===== config.mk =====
export PLATFORM = sky130hd
export DESIGN_NAME = regfile_sb
export DESIGN_NICKNAME = d
export VERILOG_FILES = /design/src/rtl/regfile_sb_pkg.sv /design/src/rtl/regfile_clear_seq.sv /design/src/rtl/regfile_sb.sv
export SDC_FILE = /design/constraint.sdc
export NUM_CORES = 2
export LEC_CHECK = 0
export BUFFER_PORTS_ARGS = -buffer_cell sky130_fd_sc_hd__buf_2
export CELL_PAD_IN_SITES_DETAIL_PLACEMENT = 1
export CELL_PAD_IN_SITES_GLOBAL_PLACEMENT = 1
export CORE_MARGIN = 5
export CORE_UTILIZATION = 50
export CTS_CLUSTER_SIZE = 40
export DETAILED_ROUTE_END_ITERATION = 7
export GPL_ROUTABILITY_DRIVEN = 0
export HOLD_SLACK_MARGIN = 0.08
export PLACE_DENSITY_LB_ADDON = 0.1
export REMOVE_ABC_BUFFERS = 1
export SYNTH_ARGS = -nofsm -noshare
export SYNTH_HDL_FRONTEND = slang
export SYNTH_SLANG_ARGS = --single-unit

===== constraint.sdc =====
create_clock -name clk -period 2.05 [get_ports clk]
set_input_delay 0.1025 -clock clk [delete_from_list [all_inputs] [get_ports clk]]
set_output_delay 0.1025 -clock clk [all_outputs]
set_load 0.005 [all_outputs]

===== src/rtl/regfile_sb_pkg.sv =====
`default_nettype none
// ----------------------------------------------------------------------------
// regfile_sb_pkg : shared defaults and clear-sequencer state encoding (rev 1.0)
// ----------------------------------------------------------------------------
package regfile_sb_pkg;

  localparam int XLEN_DEF  = 32;
  localparam int NREGS_DEF = 32;

  typedef enum logic [0:0] {
    ST_CLEAR = 1'b0,
    ST_RUN   = 1'b1
  } seq_state_t;

  function automatic int idx_width(input int nregs);
    return (nregs <= 2) ? 1 : $clog2(nregs);
  endfunction

endpackage
`default_nettype wire


===== src/rtl/regfile_clear_seq.sv =====
`default_nettype none
// ----------------------------------------------------------------------------
// regfile_clear_seq : post-reset sequencer zeroing registers 1..NREGS-1 (rev 1.0)
// ----------------------------------------------------------------------------
module regfile_clear_seq
  import regfile_sb_pkg::*;
#(
  parameter  int NREGS = NREGS_DEF,
  localparam int IW    = idx_width(NREGS)
) (
  input  logic          clk,
  input  logic          rst,
  output logic          clr_we,
  output logic [IW-1:0] clr_idx,
  output logic          ready
);

  seq_state_t    state;
  logic [IW-1:0] cnt;

  // The counter parks on the last index instead of wrapping back to 0.
  always_ff @(posedge clk or posedge rst) begin
    if (rst) begin
      state <= ST_CLEAR;
      cnt   <= IW'(1);
      ready <= 1'b0;
    end else if (state == ST_CLEAR) begin
      if (cnt == IW'(NREGS - 1)) begin
        state <= ST_RUN;
        ready <= 1'b1;
      end else begin
        cnt <= cnt + IW'(1);
      end
    end
  end

  assign clr_we  = (state == ST_CLEAR);
  assign clr_idx = cnt;

endmodule
`default_nettype wire


===== src/rtl/regfile_sb.sv =====
`default_nettype none
// ----------------------------------------------------------------------------
// regfile_sb : multi-port register file with bypass, zero x0 and scoreboard (rev 1.0)
// ----------------------------------------------------------------------------
module regfile_sb
  import regfile_sb_pkg::*;
#(
  parameter  int XLEN  = XLEN_DEF,
  parameter  int NREGS = NREGS_DEF,
  parameter  int NRD   = 2,
  parameter  int NWR   = 2,
  localparam int IW    = idx_width(NREGS)
) (
  input  logic                clk,
  input  logic                rst,
  output logic                ready_o,
  input  logic [NRD*IW-1:0]   rd_idx_i,
  output logic [NRD*XLEN-1:0] rd_data_o,
  output logic [NRD-1:0]      rd_busy_o,
  input  logic [NWR-1:0]      wr_en_i,
  input  logic [NWR*IW-1:0]   wr_idx_i,
  input  logic [NWR*XLEN-1:0] wr_data_i,
  input  logic                alloc_en_i,
  input  logic [IW-1:0]       alloc_idx_i
);

  logic          clr_we;
  logic [IW-1:0] clr_idx;
  logic          run;

  regfile_clear_seq #(.NREGS(NREGS)) u_clear_seq (
    .clk     (clk),
    .rst     (rst),
    .clr_we  (clr_we),
    .clr_idx (clr_idx),
    .ready   (run)
  );

  assign ready_o = run;

  logic [XLEN-1:0] regs [NREGS];
  logic [NREGS-1:0] busy;

  for (genvar r = 0; r < NREGS; r++) begin : g_reg
    if (r == 0) begin : g_zero
      assign regs[r] = '0;
      assign busy[r] = 1'b0;
    end else begin : g_live
      logic            we;
      logic [XLEN-1:0] wd;
      logic            alloc_hit;
      logic [XLEN-1:0] q;
      logic            b;

      // Ascending scan: the highest-numbered matching port wins.
      always_comb begin
        we = 1'b0;
        wd = '0;
        for (int p = 0; p < NWR; p++) begin
          if (wr_en_i[p] && (wr_idx_i[p*IW +: IW] == IW'(r))) begin
            we = 1'b1;
            wd = wr_data_i[p*XLEN +: XLEN];
          end
        end
      end

      assign alloc_hit = alloc_en_i && (alloc_idx_i == IW'(r));

      always_ff @(posedge clk) begin
        if (clr_we && (clr_idx == IW'(r))) begin
          q <= '0;
        end else if (run && we) begin
          q <= wd;
        end
      end

      // A same-cycle allocate overrides the release from a write.
      always_ff @(posedge clk or posedge rst) begin
        if (rst) begin
          b <= 1'b0;
        end else if (run) begin
          if (alloc_hit) begin
            b <= 1'b1;
          end else if (we) begin
            b <= 1'b0;
          end
        end
      end

      assign regs[r] = q;
      assign busy[r] = b;
    end
  end

  for (genvar k = 0; k < NRD; k++) begin : g_rd
    logic [IW-1:0]   idx;
    logic            bp_hit;
    logic [XLEN-1:0] bp_data;
    logic            al_hit;
    logic [XLEN-1:0] data;
    logic            bsy;

    assign idx = rd_idx_i[k*IW +: IW];

    always_comb begin
      bp_hit  = 1'b0;
      bp_data = '0;
      for (int p = 0; p < NWR; p++) begin
        if (wr_en_i[p] && (wr_idx_i[p*IW +: IW] == idx)) begin
          bp_hit  = 1'b1;
          bp_data = wr_data_i[p*XLEN +: XLEN];
        end
      end
    end

    assign al_hit = alloc_en_i && (alloc_idx_i == idx);

    always_comb begin
      data = '0;
      bsy  = 1'b0;
      if (run && (idx != '0)) begin
        data = bp_hit ? bp_data : regs[idx];
        bsy  = busy[idx] & ~(bp_hit & ~al_hit);
      end
    end

    assign rd_data_o[k*XLEN +: XLEN] = data;
    assign rd_busy_o[k]              = bsy;
  end

endmodule
`default_nettype wire


==> flow_summary.rst <==
.. list-table::
   :header-rows: 1

   * - Metric
     - Value
   * - Result of the run
     - finished with violations
   * - Violations in the final reports
     - DRC, setup timing
   * - Reg power frac
     - 39.7%
   * - Rel. slew slack
     - about a third
   * - Effective utilization at floorplan
     - 50.4%
   * - DPL Wire Length
     - 239000 um
   * - Power per cell area
     - 873 nW/um^2
   * - Fin nets
     - roughly 7400
   * - Antenna violations before repair
     - 24
   * - CP arrival
     - between 2000 and 3000 ps
   * - Post-layout util
     - 63.8%
   * - Synth Warn #
     - 0
   * - Post-route setup slack
     - -766 ps
   * - Clock buffer depth
     - 3
   * - Synthesized netlist cell count
     - 7077
   * - Synthesized area divided by synthesized cell count
     - 9.24 um^2
   * - Synth area leaders
     - sky130_fd_sc_hd__dfxtp_1, sky130_fd_sc_hd__mux2i_1, sky130_fd_sc_hd__a211oi_1, sky130_fd_sc_hd__mux4_2, sky130_fd_sc_hd__nor2_1
   * - Internal reg-to-reg setup slack
     - -110 ps
   * - Final std cell area, no fill
     - between 80000 and 90000 um^2
   * - Cells on Worst Hold Path
     - 6
   * - Number of core rows
     - 132
   * - Ports placed on the boundary
     - about 160
   * - Worst Min Path Start
     - wr_en_i[0]
   * - Share of synthesized area occupied by flip-flops and latches
     - 31.8%
   * - Post-synthesis cell type with the largest combined area
     - sky130_fd_sc_hd__dfxtp_1
   * - Number of vias in the routed layout
     - slightly above 70000
   * - Reported max-cap violation count
     - 0
   * - Cell at the root of the clock tree
     - sky130_fd_sc_hd__clkbuf_16
   * - # setup viols final
     - 100
   * - Required time at the endpoint of the critical path
     - between 1500 and 2000 ps
   * - Reg-to-reg endpoint
     - g_reg[5].g_live.q[28]
   * - Fraction of registers with async set or reset after synthesis
     - 3.69%
   * - Final Hold Viols
     - 0
   * - Global router's overall resource usage
     - 51.2%
   * - Upper clock frequency limit
     - 355 MHz
   * - Vias in the first global route
     - between 70000 and 80000
   * - Clock Skews
     - ~64 ps
   * - Clock period minus worst slack
     - 2820 ps
   * - Worst min path class
     - input pin to flop
   * - Share of post-route cells with drive strength above 1
     - about a third
   * - Hold Path Sink
     - g_reg[13].g_live.q[3]
   * - CTS tree
     - yes
   * - Hold WS
     - about 170 ps
   * - Die Area
     - 138000 um^2
   * - Flip-flop and latch count after synthesis
     - 1030
   * - Core Region
     - about 130000 um^2
   * - Portion of total power attributed to combinational logic
     - 27.9%
   * - Maximum ir drop on the vdd rail
     - 0.000896 V
   * - Leakage power of the design
     - approximately 29 nW
   * - Worst flop-to-flop path startpoint
     - u_clear_seq.ready
   * - Placed cells
     - 8848
   * - Switching Share
     - 33.6%
   * - Global-route wire length before repair
     - between 500000 and 600000 um
   * - Number of nets with antenna violations after routing
     - 0
   * - Worst-path clk slew
     - ~60 ps
   * - Register-to-Register Path Depth
     - 8
   * - Latest clock arrival within the worst-skew pair
     - 800 ps
   * - Worst Setup End Kind
     - primary output
   * - Final-report max-slew violation count
     - 0
   * - Kind of critical path
     - flop to primary output
   * - Die Height
     - 372 um
   * - Overall die width
     - approximately 370 um
   * - Post-synthesis cell type count
     - 71
   * - Post-synth top area share
     - a little under a third
   * - Final worst-path cycle share
     - 137%
   * - WL per Instance
     - a little over 40 um
   * - Average vias per placed instance
     - 7.73
   * - Area added between synthesis and finish
     - 26.7%
   * - Count of flip-flops with a built-in enable after synthesis
     - 0
   * - RSZ-0062 raised after global routing
     - yes
   * - Summed instance area of the synthesized netlist
     - approximately 65000 um^2
   * - Maximum fanout count along the critical path
     - 3
   * - Non-filler instance count after layout
     - 9194
   * - Startpoint types
     - flop
   * - Least-Margin Pin Slew
     - 983 ps
   * - Sw power
     - 24.3 mW
   * - Number of buffers inserted by port buffering
     - 160
   * - Initial DRT Pass Iterations
     - 8
   * - Congestion Overflow GR
     - 0
   * - Internal power
     - 48.0 mW
   * - Number of buffers inserted during clock tree synthesis
     - 120
   * - Detailed Route Iter0 Violations
     - 10300
   * - Number of levels the H-tree was split into
     - 3
   * - DRC violation count after routing
     - 1
   * - Post-detailed-routing wire length
     - 370000 um
   * - # clock sinks
     - 1030
   * - Largest net degree at the start of global routing
     - 44
   * - Worst setup timing slack at the placement stage
     - -884 ps
   * - Top FF cell, synth
     - sky130_fd_sc_hd__dfxtp_1
   * - Placed cell areas
     - 74400 um^2
   * - Clock group share of total power
     - 32.4%
[placed cells by master, fill, tap and decap left out, types with 20 or more instances in the layout]
master | synthesis | final
sky130_fd_sc_hd__mux2i_1 | 1308 | 1301
sky130_fd_sc_hd__o221ai_2 | 0 | 20
sky130_fd_sc_hd__a211oi_1 | 935 | 895
sky130_fd_sc_hd__mux2_2 | 156 | 148
sky130_fd_sc_hd__nor4_2 | 0 | 34
sky130_fd_sc_hd__and3_1 | 33 | 28
sky130_fd_sc_hd__dfxtp_2 | 0 | 247
sky130_fd_sc_hd__buf_6 | 18 | 39
sky130_fd_sc_hd__o21a_4 | 0 | 31
sky130_fd_sc_hd__clkinv_2 | 0 | 24
sky130_fd_sc_hd__a31oi_4 | 0 | 26
sky130_fd_sc_hd__dfrtp_1 | 37 | 36
sky130_fd_sc_hd__diode_2 | 0 | 20
sky130_fd_sc_hd__o22ai_1 | 85 | 78
sky130_fd_sc_hd__a21oi_1 | 105 | 104
sky130_fd_sc_hd__dfxtp_1 | 992 | 744
sky130_fd_sc_hd__buf_12 | 0 | 277
sky130_fd_sc_hd__buf_2 | 280 | 131
sky130_fd_sc_hd__nor2_4 | 12 | 82
sky130_fd_sc_hd__clkbuf_16 | 0 | 124
sky130_fd_sc_hd__inv_1 | 41 | 39
sky130_fd_sc_hd__a31oi_2 | 0 | 24
sky130_fd_sc_hd__o21ai_0 | 54 | 47
sky130_fd_sc_hd__nor2_1 | 1178 | 1087
sky130_fd_sc_hd__a31oi_1 | 94 | 44
sky130_fd_sc_hd__dlygate4sd3_1 | 0 | 88
sky130_fd_sc_hd__mux4_2 | 214 | 214
sky130_fd_sc_hd__o21a_1 | 62 | 28
sky130_fd_sc_hd__nor2_2 | 7 | 28
sky130_fd_sc_hd__a221oi_2 | 0 | 28
sky130_fd_sc_hd__o221ai_1 | 61 | 31
sky130_fd_sc_hd__a32oi_1 | 22 | 22
sky130_fd_sc_hd__buf_4 | 86 | 553
sky130_fd_sc_hd__clkbuf_1 | 515 | 29
sky130_fd_sc_hd__a22oi_1 | 195 | 181
sky130_fd_sc_hd__clkbuf_8 | 0 | 24
sky130_fd_sc_hd__a211oi_2 | 60 | 87
sky130_fd_sc_hd__nand2_1 | 118 | 115
sky130_fd_sc_hd__a311oi_1 | 30 | 30
[metrics by stage]
step / TNS [ps] / total power, mW
after floorplan: -1448550 / 37.7
after CTS: -28840 / 70.5
after detailed placement: -31690 / 45.9
after global routing: -34070 / 74.2
after global placement: -21260 / 44.8
final: -35210 / 72.3
[registers in the layout (all words and copies together) (netlist names)]
signal / cells
g.g_live.b: 31
u_clear_seq.ready: 1
u_clear_seq.state: 1
u_clear_seq.clr_idx: 5
g.g_live.q: 992
[how the worst max path moves through the flow]
stage	from	endpoint	slack [ps]	cells after the start
floorplan	wr_idx_i[8]	g_reg[20].g_live.q[0]	-2160	5
global placement	rd_idx_i[3]	rd_data_o[24]	-870	12
detailed placement	rd_idx_i[4]	rd_data_o[24]	-880	12
CTS	g_reg[10].g_live.b	rd_busy_o[0]	-720	5
global route	g_reg[15].g_live.b	rd_busy_o[0]	-770	5
finish	g_reg[10].g_live.b	rd_busy_o[0]	-770	5
[cell type report]
| type | instances | area (um^2) |
|---|---|---|
| inverters | 41 | 154 |
| fillers | 13700 | 46900 |
| repair buffers | 1099 | 11900 |
| clock buffers | 174 | 3470 |
| multi-input cells | 5041 | 43300 |
| clock inverters | 47 | 708 |
| flip-flops and latches | 1030 | 21100 |
| diodes | 20 | 50.0 |
| well taps | 1742 | 2180 |
[power groups by stage]
stage / clock network, mW / logic [mW] / registers, mW
final: 23.5 / 20.2 / 28.7
after global routing: 24.2 / 21.0 / 29.0
after CTS: 23.3 / 18.9 / 28.3
after detailed placement: 0 / 17.4 / 28.5
after global placement: 0 / 16.5 / 28.2
after floorplan: 0 / 10.6 / 27.1
[synthesized netlist by cell type, drive strengths merged (61+ instances only)]
cell    instances
mux2i        1308
a21oi         105
o221ai         61
nor2         1198
a31oi          94
o22ai          85
nor4           66
a22oi         195
mux4          214
nand2         119
dfxtp         992
o21a           62
mux2          156
buf           449
clkbuf        516
a211oi        995
[what timing repair did]
| action | 4_1_cts | 5_1_grt |
|---|---|---|
| setup buffers | 37 | 15 |
| hold buffers | 88 | 0 |
| pin swaps | 141 | 97 |
| endpoints found under the hold margin | 750 | 0 |
| setup endpoints to repair | 66 | 72 |
| gates cloned | 1 | 3 |
| resized for setup | 534 | 209 |
[critical path: stages (launching register included)]
cell                      delay, ps
sky130_fd_sc_hd__dfrtp_1        400
sky130_fd_sc_hd__mux4_2         480
sky130_fd_sc_hd__mux4_2         500
sky130_fd_sc_hd__nor2_2         100
sky130_fd_sc_hd__and4b_2        300
sky130_fd_sc_hd__buf_6          140
[per-layer routing]
metal	track usage, %	wire length (um)	vias up
met5	0	79	-
met4	43.1	39500	12
met3	20.5	54600	2446
met2	71.9	148000	6470
met1	60.9	129000	35000
li1	-	-	27100
[kinds of logic (layout without fill, tap and decap cells)]
logic type	after synthesis	in the layout	share of synthesized area (%)
xor+xnor	33	33	0.442
other cells	0	20	0
flops	1030	1030	31.8
mux	1678	1678	30.1
simple gates	1522	1522	9.91
buf+inv	1006	1361	7.02
compound gates	1802	1802	20.6
fa+ha+maj	6	6	0.115
(Power assumes the default switching activity.)
